$ cat src/rtl/seq_div_pkg.sv
// seq_div_pkg: shared state encoding and default width for the sequential divider.
package seq_div_pkg;
    localparam int DEF_W = 4;
    typedef enum logic [1:0] {
        IDLE = 2'd0,
        RUN  = 2'd1,
        DONE = 2'd2
    } state_e;
endpackage

$ cat src/rtl/seq_div_step.sv
// seq_div_step: one restoring-division step, shifting the next dividend bit into the partial remainder.
module seq_div_step #(
    parameter int W = 4
) (
    input  logic [W-1:0] rem_i,
    input  logic         bit_i,
    input  logic [W-1:0] divisor_i,
    output logic [W-1:0] rem_o,
    output logic         q_o
);
    logic [W:0] t;
    logic [W:0] diff;
    assign t     = {rem_i, bit_i};
    assign diff  = t - {1'b0, divisor_i};
    assign q_o   = t >= {1'b0, divisor_i};
    assign rem_o = q_o ? diff[W-1:0] : t[W-1:0];
endmodule

$ cat src/rtl/seq_div.sv
// seq_div: multi-cycle unsigned restoring divider, one quotient bit per clock with start/done handshake.
module seq_div
    import seq_div_pkg::*;
#(
    parameter int W = DEF_W
) (
    input  logic           clk,
    input  logic           rst,
    input  logic           start,
    input  logic [2*W-1:0] dividend,
    input  logic [W-1:0]   divisor,
    output logic           busy,
    output logic           done,
    output logic [2*W-1:0] quotient,
    output logic [W-1:0]   remainder,
    output logic           div_by_zero
);
    localparam int CW = $clog2(2*W);
    localparam logic [CW-1:0] LAST = CW'(2*W-1);
    state_e         state_q;
    logic [CW-1:0]  cnt_q;
    logic [2*W-1:0] work_q, work_d, quotient_q;
    logic [W-1:0]   rem_q, rem_d, dvs_q, remainder_q;
    logic           done_q, dbz_q, qbit;
    seq_div_step #(.W(W)) u_step (
        .rem_i    (rem_q),
        .bit_i    (work_q[2*W-1]),
        .divisor_i(dvs_q),
        .rem_o    (rem_d),
        .q_o      (qbit)
    );
    // Quotient bits refill the dividend register from the bottom as dividend bits leave the top.
    assign work_d = {work_q[2*W-2:0], qbit};
    always_ff @(posedge clk or posedge rst) begin
        if (rst) begin
            state_q     <= IDLE;
            cnt_q       <= '0;
            work_q      <= '0;
            rem_q       <= '0;
            dvs_q       <= '0;
            quotient_q  <= '0;
            remainder_q <= '0;
            done_q      <= 1'b0;
            dbz_q       <= 1'b0;
        end else begin
            done_q <= 1'b0;
            if (state_q == RUN) begin
                work_q <= work_d;
                rem_q  <= rem_d;
                cnt_q  <= cnt_q + 1'b1;
                if (cnt_q == LAST) begin
                    state_q     <= DONE;
                    cnt_q       <= '0;
                    done_q      <= 1'b1;
                    quotient_q  <= work_d;
                    remainder_q <= rem_d;
                end
            end else if (start && divisor != '0) begin
                state_q <= RUN;
                work_q  <= dividend;
                dvs_q   <= divisor;
                rem_q   <= '0;
                cnt_q   <= '0;
                dbz_q   <= 1'b0;
            end else if (start) begin
                state_q     <= DONE;
                done_q      <= 1'b1;
                quotient_q  <= '1;
                remainder_q <= dividend[W-1:0];
                dbz_q       <= 1'b1;
            end else begin
                state_q <= IDLE;
            end
        end
    end
    assign busy        = state_q == RUN;
    assign done        = done_q;
    assign quotient    = quotient_q;
    assign remainder   = remainder_q;
    assign div_by_zero = dbz_q;
endmodule
$ cat config.mk
export PLATFORM = sky130hd
export DESIGN_NAME = seq_div
export DESIGN_NICKNAME = d
export VERILOG_FILES = /design/src/rtl/seq_div_pkg.sv /design/src/rtl/seq_div_step.sv /design/src/rtl/seq_div.sv
export SDC_FILE = /design/constraint.sdc
export NUM_CORES = 1
export LEC_CHECK = 0
export BUFFER_PORTS_ARGS = -buffer_cell sky130_fd_sc_hd__buf_2
export CORE_MARGIN = 2
export CORE_UTILIZATION = 40
export DETAILED_ROUTE_END_ITERATION = 12
export GPL_TIMING_DRIVEN = 0
export HOLD_SLACK_MARGIN = 0.08
export PLACE_DENSITY = 0.66
export SYNTH_ARGS = -nofsm -noshare
export SYNTH_HDL_FRONTEND = slang
export SYNTH_SLANG_ARGS = --single-unit
$ cat constraint.sdc
create_clock -name clk -period 2.3 [get_ports clk]
set_input_delay 0.69 -clock clk [delete_from_list [all_inputs] [get_ports clk]]
set_output_delay 0.69 -clock clk [all_outputs]
set_load 0.005 [all_outputs]
==> insert_results.sql, run 1 <==
INSERT INTO impl_metrics (metric_group, metric, value, unit) VALUES
('layout', 'final-instance-count-excl-fill', '260', ''),
('setup_path', 'rr_endpoint', 'remainder[2]', ''),
('grt', 'antenna_found_initial', '0', ''),
('synthesis', 'cells_after_synthesis', '173', ''),
('sta', 'count_of_pins_over_their_slew_limit', '0', ''),
('sta', 'max_freq', '492', 'MHz'),
('synthesis', 'yosys_register_bits', '35', ''),
('setup_path', 'critical_path_buf_inv_count', '1', ''),
('sta', 'fin_tns_setup', '0', 'ns'),
('setup_path', 'cp_max_fo', '6', ''),
('worst_hold_path', 'worstHoldPathCells', '1', ''),
('synthesis', 'synthDistinctLibCells', '37', ''),
('clock_network', 'clockBufferDepth', '2', ''),
('placed_design', 'port_buffers', '29', ''),
('power_and_ir_drop', 'power.share.clock', '18.5', '%'),
('route', 'via_per_inst', '5.28', ''),
('setup_path', 'req_time_crit_path', '2.52', 'ns'),
('grt', 'maximum_number_of_pins_on_one_net_before_global_route_repair', '36', ''),
('clock_network', 'cts.repair.resized', '0', ''),
('clock_network', 'clk_pin_slew_worst_paths', '0.08', 'ns'),
('layout', 'final_common_cell', 'nand2_1', ''),
('synthesis', 'mappedNetlistArea', '1690', 'um^2'),
('clock_network', 'tritoncts', 'built', ''),
('placed_design', 'dpl.hpwl', '2600', 'um'),
('setup_path', 'setup.worst_path.start', 'work_q[7]', ''),
('sta', 'finalHoldViolations', '0', ''),
('floorplanning', 'design.die.area', '4760', 'um^2'),
('clock_network', 'worstSkewPairLatency', '0.29', 'ns'),
('setup_path', 'crit_path_max_incr_delay', '0.41', 'ns'),
('setup_path', 'r2r_setup_slk', '0.27', 'ns'),
('grt', 'grt_pass1_vias', '1168', ''),
('layout', 'antenna_cells', '0', ''),
('power_and_ir_drop', 'seq_power_share', '35.2', '%'),
('setup_path', 'cp_arrival', '2.25', 'ns'),
('power_and_ir_drop', 'power-per-cell-area', '1500', 'nW/um^2'),
('setup_path', 'startpoint_type_of_the_worst_setup_path', 'register', ''),
('route', 'drc', '0', ''),
('layout', 'final-seq-area', '876', 'um^2'),
('sta', 'setup_viol', '0', ''),
('flow_run', 'maxCapViolCount', '0', ''),
('route', 'dr.first_iter.drc_count', '76', ''),
('setup_path', 'path_delay_family', 'compound AO/OA/AOI/OAI gates', ''),
('worst_hold_path', 'min_to', 'quotient[3]', ''),
('layout', 'layout.cells.most_common_list', 'nand2_1, dfrtp_1, buf_2', ''),
('layout', 'final_core_utilization', '49.9', '%'),
('floorplanning', 'die_y_extent', '69.0', 'um'),
('layout', 'finish.net_count', '231', ''),
('route', 'routed_wirelength_normalized_by_instance_count', '14.0', 'um'),
('status', 'run_status', 'completed', ''),
('floorplanning', 'die_x', '69.0', 'um'),
('sta', 'clock-skew-final', '0.00788', 'ns'),
('setup_path', 'critPathSlowestCell', 'mux2_1', ''),
('sta', 'setup_repair_after_global_routing_missed_its_margin', 'false', ''),
('synthesis', 'yosys_warnings', '0', ''),
('sta', 'layout_min_cycle_time', '2.03', 'ns'),
('worst_hold_path', 'hp-class', 'reg -> reg', ''),
('setup_path', 'reg2reg_from', 'work_q[7]', ''),
('placed_design', 'globalplace.congestion', '0.802', ''),
('layout', 'syn2layout_area_growth', '19.0', '%'),
('synthesis', 'synth_fp_nets', '195', ''),
('layout', 'fillerInstances', '386', ''),
('clock_network', 'clock_tree.htree_level_count', '2', ''),
('power_and_ir_drop', 'total_power', '3.01', 'mW'),
('setup_path', 'cp_cell_sequence', 'inv_1 -> ha_1 -> nand2b_1 -> a21o_1 -> o31ai_4 -> mux2_1 -> a31oi_1', ''),
('setup_path', 'reg2regPathDepth', '7', ''),
('synthesis', 'synth.avg_cell_area', '9.76', 'um^2'),
('placed_design', 'placedCellCount', '252', ''),
('clock_network', 'postCtsSetupBuffers', '0', ''),
('route', 'iteration_count_of_the_initial_detailed_routing_pass', '4', ''),
('grt', 'grt_overflow', '0', ''),
('clock_network', 'cts_buffers', '5', '');
## through the flow
step	hold slack (ns)	instance area, um^2
2_1_floorplan	0.463	1690
3_5_place_dp	0.461	1900
6_report	0.487	2010
5_1_grt	0.512	2010
3_3_place_gp	0.463	1900
4_1_cts	0.484	2010
## final cells by class
cell class                 count  share of cell area, %
clock buffer                   5                   3.42
timing repair buffer          29                   7.22
inverter                       7                   1.31
clock inverter                 3                   2.18
multi-input combinational    123                   35.7
tap                           50                   3.11
sequential                    35                   43.6
buffer                         8                   3.42
## kinds of logic (layout without fill, tap and decap cells)
group                      Yosys count  count (layout)  synth area share, %
buffers and inverters               15              52                 5.63
xor gates and xnor gates             1               1                0.519
adders and majority gates            7               7                 5.63
AOI/OAI and AO/OA                   37              37                 15.2
muxes                                2               2                 1.33
and+or+nand+nor                     76              76                 19.9
DFF                                 35              35                 51.9
## registers in the layout (all words and copies together) (netlist names)
register	flops
rem_q	4
work_q	8
dvs_q	4
div_by_zero	1
cnt_q	3
state_q	2
done	1
remainder	4
quotient	8
## synth_stat cells
| cell type | n | area (um^2) |
|---|---|---|
| and3_1 | 1 | 6.26 |
| nor4_1 | 1 | 6.26 |
| mux2_1 | 2 | 22.5 |
| nor2b_1 | 1 | 6.26 |
| o21ai_1 | 1 | 5.00 |
| nand2_1 | 44 | 165 |
| clkbuf_8 | 1 | 13.8 |
| inv_1 | 7 | 26.3 |
| nand2b_1 | 3 | 18.8 |
| buf_6 | 3 | 33.8 |
| a41oi_1 | 1 | 8.76 |
| nand3b_1 | 1 | 7.51 |
| and2_1 | 1 | 6.26 |
| nor2_2 | 1 | 6.26 |
| a211oi_1 | 1 | 7.51 |
| xor2_1 | 1 | 8.76 |
| a2111oi_0 | 1 | 8.76 |
| clkbuf_1 | 1 | 3.75 |
| a21o_1 | 3 | 22.5 |
| nor4_4 | 1 | 21.3 |
| nand3_1 | 3 | 15.0 |
| or3_1 | 1 | 6.26 |
| fa_1 | 1 | 20.0 |
| o31ai_1 | 1 | 7.51 |
| buf_4 | 1 | 7.51 |
| ha_1 | 6 | 75.1 |
| or2_1 | 1 | 6.26 |
| o31ai_4 | 1 | 21.3 |
| a31oi_1 | 9 | 56.3 |
| o21ai_0 | 7 | 35.0 |
| a32o_1 | 1 | 10.0 |
| nor2_1 | 17 | 63.8 |
| a22o_1 | 1 | 8.76 |
| o22a_1 | 4 | 35.0 |
| buf_2 | 2 | 10.0 |
| a21oi_1 | 6 | 30.0 |
| dfrtp_1 | 35 | 876 |
## layer usage
layer | GRT usage [%] | wire length (um) | vias to the layer above | part of all wire, %
li1 | - | - | 663 | -
met1 | 24.6 | 1670 | 660 | 46
met2 | 24.0 | 1700 | 43 | 47
met3 | 4.87 | 187 | 6 | 5.1
met4 | 9.07 | 71 | 0 | 2.0
met5 | 0 | 0 | - | 0
## power groups by stage
| stage | Combinational, mW | Clock, mW | Sequential, mW |
|---|---|---|---|
| floorplan | 1.02 | 0 | 1.05 |
| global placement | 1.36 | 0 | 1.06 |
| detailed placement | 1.39 | 0 | 1.07 |
| CTS | 1.40 | 0.566 | 1.06 |
| global route | 1.57 | 0.592 | 1.09 |
| finish | 1.39 | 0.557 | 1.06 |
## worst max path at each step
stage                     depth (start not counted)            to  slack (ns)
after floorplan                                   6  remainder[1]        0.48
after detailed placement                          6  remainder[2]        0.28
after CTS                                         7  remainder[2]        0.26
after global placement                            6  remainder[2]        0.27
final                                             7  remainder[2]        0.27
after global routing                              7  remainder[2]        0.16
(Power assumes the default switching activity.)
==> run 2: changes to the inputs <==
--- a/config.mk
+++ b/config.mk
@@ -6,6 +6,7 @@
 export NUM_CORES = 1
 export LEC_CHECK = 0
 export BUFFER_PORTS_ARGS = -buffer_cell sky130_fd_sc_hd__buf_2
+export CORE_ASPECT_RATIO = 0.7
 export CORE_MARGIN = 2
 export CORE_UTILIZATION = 40
 export DETAILED_ROUTE_END_ITERATION = 12
==> run 2 against run 1 <==
Compared with the run above:
- first-iteration DRC count is 29% higher
- register-to-register slack worse by 0.06 ns
- die area is 0.17% higher
- setup slack worse by 0.056 ns
- combinational power hardly changed
- critical endpoint unchanged
- critical path type unchanged
- cell area is 1.4% lower
==> insert_results.sql, run 2 (same netlist as run 1, synthesis figures left out) <==
INSERT INTO impl_metrics (metric_group, metric, value, unit) VALUES
('grt', 'grt_pass1_vias', '1250', ''),
('route', 'dr_total_vias', '1323', ''),
('floorplanning', 'die_x', '81.7', 'um'),
('route', 'drtAntennaViolNets', '0', ''),
('sta', 'worst-slew-pin-transition', '0.730', 'ns'),
('route', 'wl_met2', '1510', 'um'),
('clock_network', 'clk_pin_slew_worst_paths', '0.07', 'ns'),
('flow_run', 'maxCapViolCount', '0', ''),
('clock_network', 'worstSkewPairLatency', '0.28', 'ns'),
('clock_network', 'sink_count', '35', ''),
('setup_path', 'crit_end', 'remainder[2]', ''),
('placed_design', 'dpl.hpwl', '2770', 'um'),
('route', 'wl_met3', '238', 'um'),
('floorplanning', 'floorplan.initialDensity', '42.3', '%'),
('power_and_ir_drop', 'ir_drop', '0.000623', 'V'),
('setup_path', 'cp-end-kind', 'register', ''),
('layout', 'final-instance-count-excl-fill', '262', ''),
('clock_network', 'clockBufferDepth', '2', ''),
('sta', 'max_freq', '479', 'MHz'),
('clock_network', 'cts.repair.resized', '0', ''),
('route', 'detail_route.wirelength.met1', '1930', 'um'),
('layout', 'antenna_cells', '0', ''),
('layout', 'fillerInstances', '388', ''),
('clock_network', 'tritoncts', 'built', ''),
('sta', 'setup_viol', '0', ''),
('clock_network', 'clock_tree.htree_level_count', '2', ''),
('worst_hold_path', 'hp-class', 'reg -> reg', ''),
('route', 'via_per_inst', '5.05', ''),
('floorplanning', 'die_y_extent', '58.4', 'um'),
('layout', 'finish.net_count', '231', ''),
('sta', 'period_share', '90.9', '%'),
('route', 'dr.first_iter.drc_count', '98', ''),
('placed_design', 'post_placement_setup_slack', '0.250', 'ns'),
('grt', 'grt_usage', '17.9', '%'),
('setup_path', 'setup.worst_path.start', 'dvs_q[0]', ''),
('setup_path', 'cp_max_fo', '6', ''),
('clock_network', 'postCtsSetupBuffers', '0', ''),
('layout', 'final_common_cell', 'nand2_1', ''),
('placed_design', 'placedCellCount', '254', ''),
('sta', 'fin_tns_setup', '0', 'ns'),
('layout', 'layout.cells.most_common_list', 'nand2_1, dfrtp_1, buf_2', ''),
('route', 'top_signal_layer_used', 'met4', ''),
('route', 'iteration_count_of_the_initial_detailed_routing_pass', '4', ''),
('setup_path', 'rr_endpoint', 'remainder[2]', ''),
('status', 'run_status', 'completed', ''),
('grt', 'grt_overflow', '0', ''),
('floorplanning', 'top_level_ports', '30', ''),
('grt', 'maximum_number_of_pins_on_one_net_before_global_route_repair', '36', ''),
('floorplanning', 'design.die.area', '4770', 'um^2'),
('sta', 'finalWorstSetupSlack', '0.210', 'ns'),
('layout', 'drive_gt1_share', '21.9', '%'),
('setup_path', 'r2r_setup_slk', '0.21', 'ns'),
('sta', 'clock-skew-final', '0.00667', 'ns'),
('sta', 'layout_min_cycle_time', '2.09', 'ns'),
('sta', 'count_of_pins_over_their_slew_limit', '0', ''),
('clock_network', 'holdBufCountCts', '0', ''),
('route', 'routed_wirelength_normalized_by_instance_count', '14.1', 'um'),
('setup_path', 'reg2regPathDepth', '6', ''),
('placed_design', 'globalplace.congestion', '0.786', ''),
('layout', 'syn2layout_area_growth', '17.3', '%'),
('route', 'drc', '0', ''),
('setup_path', 'path_class', 'reg -> reg', ''),
('worst_hold_path', 'worstHoldPathCells', '2', ''),
('route', 'wire_length_reported_by_the_detailed_router', '3690', 'um'),
('clock_network', 'root_buffer', 'clkbuf_8', ''),
('power_and_ir_drop', 'static_power_due_to_leakage', '0.930', 'nW'),
('floorplanning', 'core', '3990', 'um^2'),
('sta', 'post_route_worst_hold_slack', '0.479', 'ns'),
('setup_path', 'cp_arrival', '2.29', 'ns'),
('floorplanning', 'rows', '19', ''),
('power_and_ir_drop', 'power-per-cell-area', '1460', 'nW/um^2'),
('grt', 'antenna_found_initial', '0', ''),
('setup_path', 'req_time_crit_path', '2.50', 'ns'),
('grt', 'grt_first_pass_wirelength', '6340', 'um'),
('placed_design', 'port_buffers', '29', ''),
('sta', 'setup_repair_after_global_routing_missed_its_margin', 'false', ''),
('setup_path', 'reg2reg_from', 'dvs_q[0]', ''),
('clock_network', 'cts_buffers', '5', ''),
('sta', 'slew_headroom', '51.3', '%'),
('sta', 'finalHoldViolations', '0', ''),
('setup_path', 'startpoint_type_of_the_worst_setup_path', 'register', '');
run 2: critical path, stage by stage, from the launching register on:
cell	delay [ns]
dfrtp_1	0.41
ha_1	0.31
nand2b_1	0.14
a21o_1	0.22
o31ai_4	0.34
mux2_1	0.43
a31oi_1	0.17
run 2: power breakdown:
part	internal [mW]	total, mW	leakage, nW	switching [mW]
registers	0.903	1.06	0.402	0.155
clock network	0.213	0.424	0.0422	0.211
logic	0.618	1.40	0.485	0.786
total	1.73	2.88	0.930	1.15
run 2: area by class of cell:
class                           instances  area (um^2)  share of cell area, %
Buffer                                  8         68.8                   3.47
Clock buffer                            7         76.3                   3.85
Timing Repair Buffer                   29          145                   7.33
Clock inverter                          1         5.00                  0.253
Multi-Input combinational cell        123          718                   36.3
Tap cell                               52         65.1                   3.28
Inverter                                7         26.3                   1.33
Sequential cell                        35          876                   44.2
run 2: how the worst min path moves through the flow:
stage	from	endpoint	slack [ns]
global placement	div_by_zero	div_by_zero	0.46
floorplan	cnt_q[0]	cnt_q[0]	0.46
CTS	div_by_zero	div_by_zero	0.49
global route	quotient[1]	quotient[1]	0.50
finish	div_by_zero	div_by_zero	0.48
detailed placement	div_by_zero	div_by_zero	0.46
run 2: metal layers:
| metal | vias to the layer above | global-route usage [%] |
|---|---|---|
| li1 | 664 | - |
| met4 | 0 | 3.57 |
| met5 | - | 0 |
| met2 | 38 | 23.3 |
| met3 | 2 | 5.21 |
| met1 | 619 | 29.3 |
run 2: stage by stage:
| step | total power, mW | utilization (%) | cell area (um^2) |
|---|---|---|---|
| floorplan | 2.07 | - | 1690 |
| detailed placement | 2.48 | 47.6 | 1900 |
| global placement | 2.44 | 47.6 | 1900 |
| CTS | 2.91 | 49.6 | 1980 |
| finish | 2.88 | 49.6 | 1980 |
| global route | 3.18 | 49.6 | 1980 |
